### src/rtl/fifo_unpack_pkg.sv
`default_nettype none
// ---------------------------------------------------------------------------
// fifo_unpack_pkg : shared types and helpers for the FIFO stream unpacker
// Revision: 1.0
// ---------------------------------------------------------------------------
package fifo_unpack_pkg;

    typedef enum logic [1:0] {
        ST_IDLE = 2'd0,
        ST_RUN  = 2'd1,
        ST_DONE = 2'd2
    } state_t;

    localparam int unsigned C_DEF_DATA_WIDTH = 16;
    localparam int unsigned C_DEF_OUT_WIDTH  = 8;
    localparam int unsigned C_DEF_RATIO      = C_DEF_DATA_WIDTH / C_DEF_OUT_WIDTH;

    function automatic int unsigned calc_ratio(input int unsigned data_w, input int unsigned out_w);
        return data_w / out_w;
    endfunction

    function automatic int unsigned idx_width(input int unsigned ratio);
        return (ratio > 1) ? $clog2(ratio) : 1;
    endfunction

endpackage
`default_nettype wire

### src/rtl/fifo_unpack_shifter.sv
`default_nettype none
// ---------------------------------------------------------------------------
// fifo_unpack_shifter : current-word shift register plus one prefetch word
// Revision: 1.0
// ---------------------------------------------------------------------------
module fifo_unpack_shifter
    import fifo_unpack_pkg::*;
#(
    parameter int pDATA_WIDTH = 16,
    parameter int pOUT_WIDTH  = 8,
    parameter int pMSB_FIRST  = 1
) (
    input  logic                   clk,
    input  logic                   reset,
    input  logic                   flush,
    input  logic                   load,
    input  logic [pDATA_WIDTH-1:0] load_data,
    input  logic                   accept,
    output logic                   cur_valid,
    output logic                   pf_valid,
    output logic [pOUT_WIDTH-1:0]  dout
);

    localparam int unsigned C_RATIO = calc_ratio(pDATA_WIDTH, pOUT_WIDTH);
    localparam int unsigned C_IDX_W = idx_width(C_RATIO);
    localparam logic [C_IDX_W-1:0] C_LAST_IDX = C_IDX_W'(C_RATIO - 1);

    logic [pDATA_WIDTH-1:0] cur_word;
    logic [pDATA_WIDTH-1:0] pf_word;
    logic [pDATA_WIDTH-1:0] cur_shifted;
    logic [C_IDX_W-1:0]     slice_idx;
    logic                   cur_empties;

    generate
        if (pMSB_FIRST != 0) begin : g_msb_first
            assign dout        = cur_word[pDATA_WIDTH-1 -: pOUT_WIDTH];
            assign cur_shifted = cur_word << pOUT_WIDTH;
        end else begin : g_lsb_first
            assign dout        = cur_word[pOUT_WIDTH-1:0];
            assign cur_shifted = cur_word >> pOUT_WIDTH;
        end
    endgenerate

    // Current word frees up when empty or when its final slice is taken.
    assign cur_empties = !cur_valid || (accept && (slice_idx == C_LAST_IDX));

    always_ff @(posedge clk) begin
        if (reset || flush) begin
            cur_word  <= '0;
            pf_word   <= '0;
            cur_valid <= 1'b0;
            pf_valid  <= 1'b0;
            slice_idx <= '0;
        end else if (cur_empties) begin
            slice_idx <= '0;
            if (pf_valid) begin
                cur_word  <= pf_word;
                cur_valid <= 1'b1;
                pf_valid  <= load;
                pf_word   <= load ? load_data : '0;
            end else if (load) begin
                cur_word  <= load_data;
                cur_valid <= 1'b1;
            end else begin
                cur_word  <= '0;
                cur_valid <= 1'b0;
            end
        end else begin
            if (accept) begin
                cur_word  <= cur_shifted;
                slice_idx <= slice_idx + 1'b1;
            end
            if (load) begin
                pf_word  <= load_data;
                pf_valid <= 1'b1;
            end
        end
    end

endmodule
`default_nettype wire

### src/rtl/fifo_stream_unpacker.sv
`default_nettype none
// ---------------------------------------------------------------------------
// fifo_stream_unpacker : drains FIFO words as narrower valid/ready beats
// Revision: 1.0
// ---------------------------------------------------------------------------
module fifo_stream_unpacker
    import fifo_unpack_pkg::*;
#(
    parameter int pDATA_WIDTH  = 16,
    parameter int pOUT_WIDTH   = 8,
    parameter int pFWFT        = 0,
    parameter int pMSB_FIRST   = 1,
    parameter int pCOUNT_WIDTH = 16
) (
    input  logic                    clk,
    input  logic                    reset,
    input  logic                    start,
    input  logic [pCOUNT_WIDTH-1:0] count,
    input  logic                    abort,
    output logic                    busy,
    output logic                    done,
    output logic [pCOUNT_WIDTH-1:0] words_read,
    input  logic                    fifo_empty,
    output logic                    fifo_ren,
    input  logic [pDATA_WIDTH-1:0]  fifo_rdata,
    output logic [pOUT_WIDTH-1:0]   dout,
    output logic                    dout_valid,
    input  logic                    dout_ready
);

    localparam int unsigned C_RATIO = calc_ratio(pDATA_WIDTH, pOUT_WIDTH);

    typedef logic [pCOUNT_WIDTH-1:0] cnt_t;
    typedef logic [pCOUNT_WIDTH:0]   wcnt_t;

    state_t state;
    state_t state_nxt;

    cnt_t       beats_left;
    wcnt_t      words_needed;
    wcnt_t      words_needed_nxt;
    logic       ren_d;
    logic       run;
    logic       start_ok;
    logic       accept;
    logic       last_accept;
    logic       inflight;
    logic       load;
    logic       flush;
    logic       cur_valid;
    logic       pf_valid;
    logic [1:0] occupancy;

    assign run              = (state == ST_RUN);
    assign start_ok         = (state == ST_IDLE) && start && !abort;
    assign words_needed_nxt = (wcnt_t'(count) + wcnt_t'(C_RATIO - 1)) / wcnt_t'(C_RATIO);

    assign dout_valid  = run && cur_valid;
    assign accept      = dout_valid && dout_ready;
    assign last_accept = accept && (beats_left == cnt_t'(1));

    // A non-FWFT read in flight already owns the slot it will land in.
    assign inflight  = (pFWFT != 0) ? 1'b0 : ren_d;
    assign occupancy = 2'(cur_valid) + 2'(pf_valid) + 2'(inflight);
    assign fifo_ren  = run && !fifo_empty && (wcnt_t'(words_read) < words_needed)
                       && (occupancy < 2'd2);

    assign load  = run && ((pFWFT != 0) ? fifo_ren : ren_d);
    assign flush = !run || abort || last_accept;

    fifo_unpack_shifter #(
        .pDATA_WIDTH (pDATA_WIDTH),
        .pOUT_WIDTH  (pOUT_WIDTH),
        .pMSB_FIRST  (pMSB_FIRST)
    ) u_shifter (
        .clk       (clk),
        .reset     (reset),
        .flush     (flush),
        .load      (load),
        .load_data (fifo_rdata),
        .accept    (accept),
        .cur_valid (cur_valid),
        .pf_valid  (pf_valid),
        .dout      (dout)
    );

    always_ff @(posedge clk) begin
        if (reset) begin
            state        <= ST_IDLE;
            beats_left   <= '0;
            words_needed <= '0;
            words_read   <= '0;
            ren_d        <= 1'b0;
        end else begin
            state <= state_nxt;
            ren_d <= fifo_ren;
            if (start_ok) begin
                beats_left   <= count;
                words_needed <= words_needed_nxt;
                words_read   <= '0;
            end else begin
                if (accept) begin
                    beats_left <= beats_left - 1'b1;
                end
                if (fifo_ren) begin
                    words_read <= words_read + 1'b1;
                end
            end
        end
    end

    always_comb begin
        state_nxt = state;
        busy      = 1'b0;
        done      = 1'b0;
        case (state)
            ST_IDLE: begin
                if (start_ok) begin
                    state_nxt = (count == '0) ? ST_DONE : ST_RUN;
                end
            end
            ST_RUN: begin
                busy = 1'b1;
                if (abort || last_accept) begin
                    state_nxt = ST_DONE;
                end
            end
            ST_DONE: begin
                done      = 1'b1;
                state_nxt = ST_IDLE;
            end
            default: state_nxt = ST_IDLE;
        endcase
    end

endmodule
`default_nettype wire

### config.mk
export PLATFORM = sky130hd
export DESIGN_NAME = fifo_stream_unpacker
export DESIGN_NICKNAME = d
export VERILOG_FILES = /design/src/rtl/fifo_unpack_pkg.sv /design/src/rtl/fifo_unpack_shifter.sv /design/src/rtl/fifo_stream_unpacker.sv
export SDC_FILE = /design/constraint.sdc
export NUM_CORES = 1
export LEC_CHECK = 0
export CAP_MARGIN = 20
export CORE_ASPECT_RATIO = 2
export CORE_MARGIN = 8
export CORE_UTILIZATION = 50
export CTS_CLUSTER_DIAMETER = 30
export DETAILED_ROUTE_END_ITERATION = 10
export GPL_ROUTABILITY_DRIVEN = 0
export PLACE_DENSITY = 0.74
export SLEW_MARGIN = 0
export SYNTH_ARGS = -nofsm -noshare
export SYNTH_HDL_FRONTEND = slang
export SYNTH_SLANG_ARGS = --single-unit
### constraint.sdc
create_clock -name clk -period 3.03 [get_ports clk]
set_input_delay 0.606 -clock clk [delete_from_list [all_inputs] [get_ports clk]]
set_output_delay 0.606 -clock clk [all_outputs]
set_load 0.005 [all_outputs]
[Yosys cells after proc, flatten, opt, wreduce, memory -nomap -nowiden]
Cells that the tools add are included.
Word-level totals
  register bits after elaboration: 86
  input port bits: 38
  output and inout port bits: 28
  logic and storage cells: 72
Cells by class
  add/sub/neg operators: 6
  $lt $le $gt $ge: 2
  equality and inequality tests: 6
  multiplexer cells: 20
  reductions and logical operators: 28
Operators by type and width (number)
  $mux W16: 9
  $add A16 B1 Y17 const B: 1
  $add A16 B1 Y16 const B: 1
  $eq A16 B1 Y1 const B: 1
  $logic_not A16 Y1: 1
  $lt A16 B16 Y1: 1
  $sub A16 B1 Y16 const B: 1
  $logic_and A1 B1 Y1: 10
  $mux W1: 7
  $mux W2: 3
  $reduce_bool A2 Y1: 3
  $logic_or A1 B1 Y1: 5
  $logic_not A1 Y1: 4
  $ne A2 B1 Y1 const B: 2
  $pmux W2 S2: 1
  $reduce_and A2 Y1: 2
  $reduce_or A2 Y1: 2
  $add A1 B1 Y2: 1
  $add A2 B1 Y2: 1
  $eq A2 B1 Y1 const B: 1
  $eq A2 B2 Y1 const B: 1
  $logic_not A2 Y1: 1
  $lt A2 B2 Y1 const B: 1
  $ne A2 B2 Y1 const B: 1
  $add A1 B1 Y1 const B: 1

[Longest topological paths before layout]
Gate-level depths: netlist of the first run.
  word-level depth: 7
  mapped depth: 9
  mapped depth without buffers: 9

[Cells and area by module]
A second synthesis of the first run with hierarchy kept.
Second synthesis, totals
  cell total of the unflattened synthesis: 578
  area, all modules: 5018.6 um^2
Modules (own cells, without submodules)
  fifo_stream_unpacker: instances 1, cells an instance 387, area each 3144.3 um^2, seq. area each 1021.0 um^2
  fifo_unpack_shifter: instances 1, cells an instance 191, area each 1874.3 um^2, seq. area each 700.7 um^2

[Worst setup path after synthesis of the first run]
No wires, ideal clock.
  path kind: register to output
  start point: register words_needed[15]
  end point: output fifo_ren
  arrival: 1.788 ns
  required time: 2.424 ns
  slack: 0.636 ns
  cell stages (with the launch flop): 8
  buffers on the path: 0
  cell sequence: dfxtp_1 > inv_1 > ha_1 > nand2_1 > nor4_1 > a22oi_1 > nand2_4 > inv_2
Between the ends
  longest elaborated chain between the ends: 3
Ends and longest elaborated chain
  start: declaration: RTL line fifo_stream_unpacker.sv:40  | wcnt_t words_needed;
  start signal: assignment: RTL line fifo_stream_unpacker.sv:99  | words_needed <= words_needed_nxt;
  $lt A16 B16 Y1: RTL line fifo_stream_unpacker.sv:65  | assign fifo_ren = run && !fifo_empty && (wcnt_t'(words_read) < words_needed)
  $logic_and A1 B1 Y1: RTL line fifo_stream_unpacker.sv:65
  $logic_and A1 B1 Y1: RTL line fifo_stream_unpacker.sv:66  | && (occupancy < 2'd2);
  end: declaration: RTL line fifo_stream_unpacker.sv:24  | output logic fifo_ren,
No other way between the ends.

[Worst setup path in the final report of the first run]
  start point: input fifo_empty
  end point: output fifo_ren
Between the ends
  longest elaborated chain between the ends: 4
Ends and longest elaborated chain
  start: declaration: RTL line fifo_stream_unpacker.sv:23  | input logic fifo_empty,
  $logic_not A1 Y1: RTL line fifo_stream_unpacker.sv:65
  $logic_and A1 B1 Y1 (2 in series): RTL line fifo_stream_unpacker.sv:65
  $logic_and A1 B1 Y1: RTL line fifo_stream_unpacker.sv:66
No other way between the ends.

==> flow_summary.yaml, run 1 <==
setup_path:
  crit_end: "fifo_ren"
  cp-start-kind: "primary input"
  crit_path_max_fanout: 3
  regToRegSetupSlack_ns: 0.51
  path_cells: "clkdlybuf4s50_1, nor3_2, o2111ai_2, a31oi_4, nand2_4, inv_2, clkdlybuf4s50_1"
  reg2regPathDepth: 6
  critPathSlowestCell: "clkdlybuf4s50_1"
  cp.required_ns: 2.42
  r2r-end: "u_shifter.pf_word[6]"
  path_class: "in -> out"
  path_common_cell: "clkdlybuf4s50_1"
  worstSetupStartpoint: "fifo_empty"
  crit_cells: 7
  cp_top_family: "buffers and inverters"
  critPathCaptureType: "output port"
  r2r-start: "state[0]"
  worstPathArrival_ns: 2.36
  cpPeakStageDelay_ns: 0.52
  critPathBufInv: 3
synthesis:
  yosys.area_share.xor_xnor: 0.04233
  synthArstFlopShare: 0
  synth_seq_area_share: 0.3782
  synth.yosys.warnings: 0
  synth_nets: 628
  syn_inst: 569
  ys.flop_type: "dfxtp_1"
  ys_types: 56
  synth.area.mux_share: 0.01017
  synth_area_um2: 4552
  synth_seq_cells: 86
  synthAdderAreaFrac: 0.05772
  avgSynthCellArea_um2: 8.000
  synth-simple-area-share: 0.2529
  synth_top_family_by_area: "simple AND/OR/NAND/NOR gates"
  synth_compound_area_frac: 0.1965
  synth_edf_count: 0
route:
  highest_layer: "met4"
  firstDrtPassIters: 5
  wl_met1_um: 4375
  dr_wl_met3_um: 690
  drc: 0
  drt_first_iter_violations: 275
  wirelength_um: 12200
  ant_nets: 0
  via_count: 4384
  wire_per_inst_um: 16.67
  viasPerCell: 5.989
  wl_met2_um: 6441
cts:
  hold_buffers: 0
  cts.sinks: 86
  clk_latency_ns: 0.34
  cts.clk_slew.worst_paths_ns: 0.06
  cts_tree: "built"
  cts_max_level: 3
  post_cts.repair.setup_buffers: 0
  cts_buffers: 9
  root_buffer: "clkbuf_16"
  clock_path_buffers: 2
pwr:
  leakage_nw: 1.998
  power.share.clock: 0.476
  pwr-share-seq: 0.424
  p_sw_frac: 0.2181
  p_comb_frac: 0.100
  internal_power_mw: 2.173
  power_mw: 2.780
  p_switching_uw: 606.1
  powerDensity_nw_per_um2: 488.0
  ir_worst_vdd_uv: 345.4
finish:
  multi_input_area_um2: 2579
  regArea_um2: 1723
  drive_gt1_frac: 0.08095
  nFillCells: 780
  fin_cells: 732
  utilization: 0.6363
  area_growth_pct: 25.12
  antennaDiodeCount: 0
  layout.nets: 684
sta:
  fmax_mhz: 337.2
  fin_worst_skew_ns: 0.009799
  relSlewSlack: 0.3581
  worst_slew_pin_slew_ns: 0.9442
  report.final.slew_viol_count: 0
  fin_tns_setup_ns: 0
  fin_crit_sh: 0.9786
  finalHoldViolCount: 0
  rsz0062_at_grt: "false"
  min_period_ns: 2.965
  setup_viol_count_final: 0
placement:
  dp_cells: 716
  io_buffers: 65
  hpwl_um: 9288
die:
  initial_core_util: 0.5085
  fp.dieW_um: 83.47
  ios: 66
  die-area_um2: 12600
  die_y_um: 150.9
  core-area_um2: 8951
  num_rows: 49
status:
  outcome: "finished, final reports clean"
grt:
  grt-ovfl-total: 0
  globalRouteTotalUtil: 0.1908
  grt_max_degree: 43
  grt_pass1_vias: 4199
  grt_pass1_wl_um: 19690
  antenna_found_initial: 0
hold_path:
  hp-class: "reg -> reg"
flow_run:
  drv_cap: 0
-- cells by family (layout without fill, tap and decap cells) --
group,Yosys count,in the layout
XOR/XNOR,22,22
multiplexers,4,4
buffers and inverters,64,125
adder cells (fa/ha/maj),21,21
flip-flops,86,86
AND/OR/NAND/NOR,237,237
AO/OA/AOI/OAI,135,135
-- layout make-up --
type                       count  area share
clock buffer                  10     0.04020
multi-input combinational    419      0.4528
clock inverter                 6     0.02351
inverter                      24     0.01582
tap                          102     0.02241
sequential                    86      0.3025
timing repair buffer          85      0.1428
-- per-stage QoR --
stage | hold WS, ns | area [µm²] | setup WS, ns
2_1_floorplan | 0.4315 | 4552 | 0.6358
3_3_place_gp | 0.4420 | 5306 | 0.03877
3_5_place_dp | 0.4497 | 5306 | 0.005433
4_1_cts | 0.4592 | 5685 | 0.03174
5_1_grt | 0.4740 | 5695 | 0.0006231
6_report | 0.4570 | 5695 | 0.06469
-- sequential cells by signal (all words and copies together) (netlist names) --
| signal | count |
|---|---|
| u_shifter.slice_idx | 1 |
| u_shifter.cur_valid | 1 |
| u_shifter.pf_word | 16 |
| u_shifter.pf_valid | 1 |
| u_shifter.cur_word | 16 |
| words_read | 16 |
| beats_left | 16 |
| state | 2 |
| words_needed | 16 |
| inflight | 1 |
-- per-layer routing --
metal | vias up | global-route usage
met2 | 171 | 0.3578
met1 | 2035 | 0.1814
met3 | 43 | 0.04254
met5 | - | 0
li1 | 2135 | -
met4 | 0 | 0.1243
-- worst register-to-register path: stages, from the launching register on --
cell and delay (ns):
dfxtp_1 0.42, nor2b_1 0.26, buf_4 0.19, and2_1 0.59, o21a_1 0.64, a22oi_1 0.19, nor2_1 0.15
-- Yosys cell counts, types with 2 or more instances --
library cell  number  area share
dfxtp_1           86        0.38
nor2_1            85       0.070
nand2_1           58       0.048
a21oi_1           41       0.045
a22oi_1           29       0.048
clkbuf_1          23       0.019
inv_1             23       0.019
o21ai_0           23       0.025
ha_1              21       0.058
nand3_1           18       0.020
xor2_1            15       0.029
a211oi_1          13       0.021
and3_1            10       0.014
nor3_1            10       0.011
a311oi_1           9       0.017
buf_4              9       0.015
nand3b_1           9       0.015
or3_1              8       0.011
buf_2              7      0.0077
xnor2_1            7       0.013
nand4_1            6      0.0082
nor4_1             6      0.0082
and4_1             4      0.0077
o211ai_1           4      0.0066
or4_1              4      0.0066
nand2b_1           3      0.0041
nor2b_1            3      0.0041
a221oi_1           2      0.0038
a31oi_1            2      0.0027
a32oi_1            2      0.0038
and2_1             2      0.0027
nor4b_1            2      0.0038
or4b_1             2      0.0044
-- cells in the final DEF, fill, tap and decap left out, drive strengths merged, types with 9 or more instances in the layout --
cell type,Yosys,final
clkdlybuf4s50,0,65
inv,24,24
nor2,85,85
buf,17,20
and3,10,10
nand3,19,19
ha,21,21
nor3,11,11
clkbuf,23,10
o21ai,24,24
nand3b,9,9
a22oi,29,29
xor2,15,15
a21oi,41,41
dfxtp,86,86
a311oi,9,9
nand2,59,59
a211oi,13,13
-- worst min-delay path by stage --
stage / from / to / cells past startpoint
floorplan: words_needed[0] / words_needed[0] / 2
global placement: words_needed[14] / words_needed[14] / 2
detailed placement: words_needed[0] / words_needed[0] / 2
CTS: words_needed[0] / words_needed[0] / 2
global route: words_needed[0] / words_needed[0] / 2
finish: words_needed[15] / words_needed[15] / 2
-- power by group through the flow --
stage          Clock [mW]  Sequential [mW]  Combinational, mW
6_report             1.32             1.18              0.279
5_1_grt              1.39             1.18              0.304
4_1_cts              1.35             1.18              0.273
3_5_place_dp            0             1.20              0.268
3_3_place_gp            0             1.20              0.261
2_1_floorplan           0             1.20              0.145
-- repair_timing --
item	CTS	global route
setup endpoints to repair	1	1
gates resized for setup	3	2
pin swaps	0	1
(Power assumes the default switching activity.)
==> run 2, diff against run 1 <==
--- a/config.mk
+++ b/config.mk
@@ -13,6 +13,7 @@
 export DETAILED_ROUTE_END_ITERATION = 10
 export GPL_ROUTABILITY_DRIVEN = 0
 export PLACE_DENSITY = 0.74
+export SETUP_SLACK_MARGIN = 0.02
 export SLEW_MARGIN = 0
 export SYNTH_ARGS = -nofsm -noshare
 export SYNTH_HDL_FRONTEND = slang
==> flow_summary.yaml, run 2 (synthesized netlist as in run 1, its figures left out) <==
die:
  num_rows: 49
  fp.dieW_um: 83.47
  die-area_um2: 12600
  core-area_um2: 8951
  initial_core_util: 0.5085
  die_y_um: 150.9
  ios: 66
setup_path:
  cp-start-kind: "register"
  crit_path_max_fanout: 6
  critPathCaptureType: "output port"
  worstPathArrival_ns: 2.32
  path_class: "reg -> out"
  cp.required_ns: 2.42
grt:
  globalRouteTotalUtil: 0.1908
  grt_pass1_vias: 4199
  grt-ovfl-total: 0
  antenna_found_initial: 0
  grt_max_degree: 43
  grt_pass1_wl_um: 19690
pwr:
  p_sw_frac: 0.2185
  ir_worst_vdd_uv: 347.0
  p_switching_uw: 607.6
  internal_power_mw: 2.173
  leakage_nw: 2.005
  p_comb_frac: 0.100
  powerDensity_nw_per_um2: 487.6
  power_mw: 2.781
  pwr-share-seq: 0.423
  power.share.clock: 0.477
sta:
  setup_viol_count_final: 0
  report.final.slew_viol_count: 0
  fin_worst_skew_ns: 0.009026
  relSlewSlack: 0.3568
  fin_crit_sh: 0.9670
  finalHoldViolCount: 0
  fin_tns_setup_ns: 0
  fin_ws_ns: 0.09991
  worst_slew_pin_slew_ns: 0.9461
  fmax_mhz: 341.3
  rsz0062_at_grt: "false"
  min_period_ns: 2.930
finish:
  area_growth_pct: 25.29
  antennaDiodeCount: 0
  layout.nets: 685
  final_cell_mix: "nor2_1, dfxtp_1, clkdlybuf4s50_1"
  drive_gt1_frac: 0.08241
  utilization: 0.6371
  regArea_um2: 1723
  fin_cells: 733
  nFillCells: 778
  multi_input_area_um2: 2579
route:
  via_count: 4411
  wire_per_inst_um: 16.72
  dr_wl_met3_um: 688
  drc: 0
  wirelength_um: 12260
  firstDrtPassIters: 5
  highest_layer: "met4"
  viasPerCell: 6.018
  wl_met2_um: 6454
  wl_met1_um: 4435
  drt_first_iter_violations: 278
  ant_nets: 0
status:
  outcome: "finished, final reports clean"
cts:
  cts.clk_slew.worst_paths_ns: 0.06
  cts.sinks: 86
  cts_max_level: 3
  cts_buffers: 9
  root_buffer: "clkbuf_16"
  clock_path_buffers: 2
  cts_tree: "built"
  hold_buffers: 0
  clk_latency_ns: 0.34
hold_path:
  hp-class: "reg -> reg"
placement:
  io_buffers: 65
  dp_cells: 716
  place_ws_ns: 0.005433
  hpwl_um: 9288
flow_run:
  drv_cap: 0
## run 2: critical path: stages (launching register included)
cell and delay [ns]:
dfxtp_1 0.43, ha_1 0.28, a21oi_1 0.12, o21ai_0 0.19, a22oi_2 0.28, nand2_4 0.08, inv_2 0.09, clkdlybuf4s50_1 0.52
## run 2: layout make-up
type,instances,area share
Clock buffer,10,0.04015
Clock inverter,6,0.02348
Inverter,24,0.01580
Multi-Input combinational cell,419,0.4522
Sequential cell,86,0.3021
Tap cell,102,0.02238
Timing Repair Buffer,86,0.1439
## run 2: routing by layer
layer / GRT usage / vias up
met1: 0.1814 / 2054
met4: 0.1243 / 0
met5: 0 / -
met3: 0.04254 / 41
met2: 0.3578 / 180
li1: - / 2136
## run 2: repair_timing
item	in CTS	in global routing
buffers inserted	0	1
pin swaps	0	3
gates resized for setup	3	2
setup endpoints to repair	1	1
hold endpoints to repair	0	0
## run 2: power groups by stage
stage	logic [mW]	registers (mW)	clock network, mW
after detailed placement	0.268	1.20	0
final	0.278	1.18	1.33
after floorplan	0.145	1.20	0
after global placement	0.261	1.20	0
after global routing	0.303	1.18	1.39
after CTS	0.273	1.18	1.35
## run 2: final timing paths
check,from,endpoint,slack (ns),depth (start not counted)
worst max register to register,state[0],u_shifter.pf_word[9],0.51,6
worst min register to register,words_needed[15],words_needed[15],0.46,2
worst max-delay path,words_read[5],fifo_ren,0.1,7
worst min-delay path,words_needed[15],words_needed[15],0.46,2
## run 2: metrics by stage
step | instance area (µm²) | hold WS [ns]
finish | 5703 | 0.4554
global route | 5703 | 0.4740
CTS | 5685 | 0.4592
detailed placement | 5306 | 0.4497
global placement | 5306 | 0.4420
floorplan | 4552 | 0.4315
==> run 3, diff against run 2 <==
--- a/config.mk
+++ b/config.mk
@@ -8,13 +8,12 @@
 export CAP_MARGIN = 20
 export CORE_ASPECT_RATIO = 2
 export CORE_MARGIN = 8
-export CORE_UTILIZATION = 50
+export CORE_UTILIZATION = 35
 export CTS_CLUSTER_DIAMETER = 30
 export DETAILED_ROUTE_END_ITERATION = 10
 export GPL_ROUTABILITY_DRIVEN = 0
-export PLACE_DENSITY = 0.74
+export PLACE_DENSITY = 0.55
 export SETUP_SLACK_MARGIN = 0.02
-export SLEW_MARGIN = 0
 export SYNTH_ARGS = -nofsm -noshare
 export SYNTH_HDL_FRONTEND = slang
 export SYNTH_SLANG_ARGS = --single-unit
==> flow_summary.yaml, run 3 (synthesized netlist as in run 1, its figures left out) <==
status:
  outcome: "finished, final reports clean"
pwr:
  p_sw_frac: 0.2495
  powerDensity_nw_per_um2: 455.5
  p_comb_frac: 0.106
  ir_worst_vdd_uv: 304.1
  internal_power_mw: 1.947
  power.share.clock: 0.441
  pwr-share-seq: 0.454
  leakage_nw: 1.955
  power_mw: 2.594
  p_switching_uw: 647.0
setup_path:
  crit_path_max_fanout: 6
  r2r-start: "state[0]"
  regToRegSetupSlack_ns: 0.65
  reg2regPathDepth: 7
  cp.required_ns: 2.42
  cp-start-kind: "register"
  critPathCaptureType: "output port"
  r2r-end: "u_shifter.pf_word[6]"
  crit_end: "fifo_ren"
  path_class: "reg -> out"
  worstPathArrival_ns: 2.28
  worstSetupStartpoint: "words_read[10]"
finish:
  final_common_cell: "dfxtp_1"
  final_area_um2: 5694
  final_cell_mix: "dfxtp_1, nor2_1, clkdlybuf4s50_1"
  utilization: 0.4433
  nFillCells: 1325
  area_growth_pct: 25.10
  fin_cells: 780
  drive_gt1_frac: 0.07643
  layout.nets: 682
  antennaDiodeCount: 0
placement:
  io_buffers: 65
  place_area_um2: 5366
  place_ws_ns: 0.1336
  dp_cells: 764
  hpwl_um: 8469
die:
  core-area_um2: 12840
  fp.dieW_um: 96.64
  ios: 66
  die_y_um: 177.3
  num_rows: 59
  initial_core_util: 0.3544
  die-area_um2: 17130
sta:
  min_period_ns: 2.885
  hold_slack_ns: 0.4543
  worst_slew_pin_slew_ns: 0.8778
  fin_worst_skew_ns: 0.009860
  fin_tns_setup_ns: 0
  relSlewSlack: 0.4032
  fin_ws_ns: 0.1452
  rsz0062_at_grt: "false"
  fin_crit_sh: 0.9521
  finalHoldViolCount: 0
  setup_viol_count_final: 0
  report.final.slew_viol_count: 0
  fmax_mhz: 346.6
route:
  via_count: 4118
  ant_nets: 0
  wirelength_um: 11910
  drc: 0
  wire_per_inst_um: 15.27
  firstDrtPassIters: 6
  drt_first_iter_violations: 185
  viasPerCell: 5.279
grt:
  grt_pass1_wl_um: 19870
  antenna_found_initial: 0
  globalRouteTotalUtil: 0.1396
  grt_pass1_vias: 3996
  grt_max_degree: 43
  grt-ovfl-total: 0
cts:
  cts.sinks: 86
  clk_latency_ns: 0.34
  hold_buffers: 0
  cts_tree: "built"
  cts_max_level: 3
  post_cts.repair.setup_buffers: 0
  cts.clk_slew.worst_paths_ns: 0.07
  root_buffer: "clkbuf_16"
  clock_path_buffers: 2
  cts_buffers: 9
hold_path:
  hp-class: "reg -> reg"
flow_run:
  drv_cap: 0
run 3: cell count changes in the layout (fill, tap and decap cells not counted), sizes merged:
cell and delta:
bufinv -3, inv +1, clkinvlp +4, clkinv -2, buf -3
run 3: area by class of cell:
| cell class | count | area [µm²] | area share |
|---|---|---|---|
| inverters | 24 | 90.09 | 0.01582 |
| well taps | 152 | 190.2 | 0.03340 |
| flip-flops and latches | 86 | 1722 | 0.3024 |
| repair buffers | 83 | 810.8 | 0.1424 |
| clock inverters | 6 | 68.82 | 0.01209 |
| clock buffers | 10 | 239.0 | 0.04197 |
| multi-input cells | 419 | 2574 | 0.4520 |
run 3: power groups by stage:
| stage | Combinational [mW] | Clock (mW) | Sequential (mW) |
|---|---|---|---|
| after floorplan | 0.145 | 0 | 1.20 |
| after CTS | 0.268 | 1.18 | 1.18 |
| after detailed placement | 0.267 | 0 | 1.20 |
| after global routing | 0.304 | 1.22 | 1.18 |
| final | 0.274 | 1.14 | 1.18 |
| after global placement | 0.266 | 0 | 1.20 |
run 3: worst min-delay path by stage:
stage	start	to	cells past startpoint
after floorplan	words_needed[0]	words_needed[0]	2
after global placement	words_needed[14]	words_needed[14]	2
after detailed placement	words_needed[14]	words_needed[14]	2
after CTS	words_needed[14]	words_needed[14]	2
after global routing	words_needed[15]	words_needed[15]	2
final	words_needed[15]	words_needed[15]	2
run 3: what timing repair did:
item                                    CTS  global route
hold endpoints to repair                  0             0
endpoints found under the setup margin    0             1
resized for setup                         0             3
run 3: routing by layer:
layer	vias to the layer above	routed length, µm	track usage
li1	2132	-	-
met1	1890	5716	0.1745
met2	84	5537	0.2263
met3	12	457	0.03246
met4	0	196	0.05358
met5	-	0	0
run 3: critical path, stage by stage (launching register included):
cell	delay, ns
dfxtp_1	0.45
ha_1	0.27
nand2_1	0.14
o21ai_0	0.15
a22oi_2	0.29
nand2_4	0.07
inv_2	0.06
clkdlybuf4s50_1	0.50
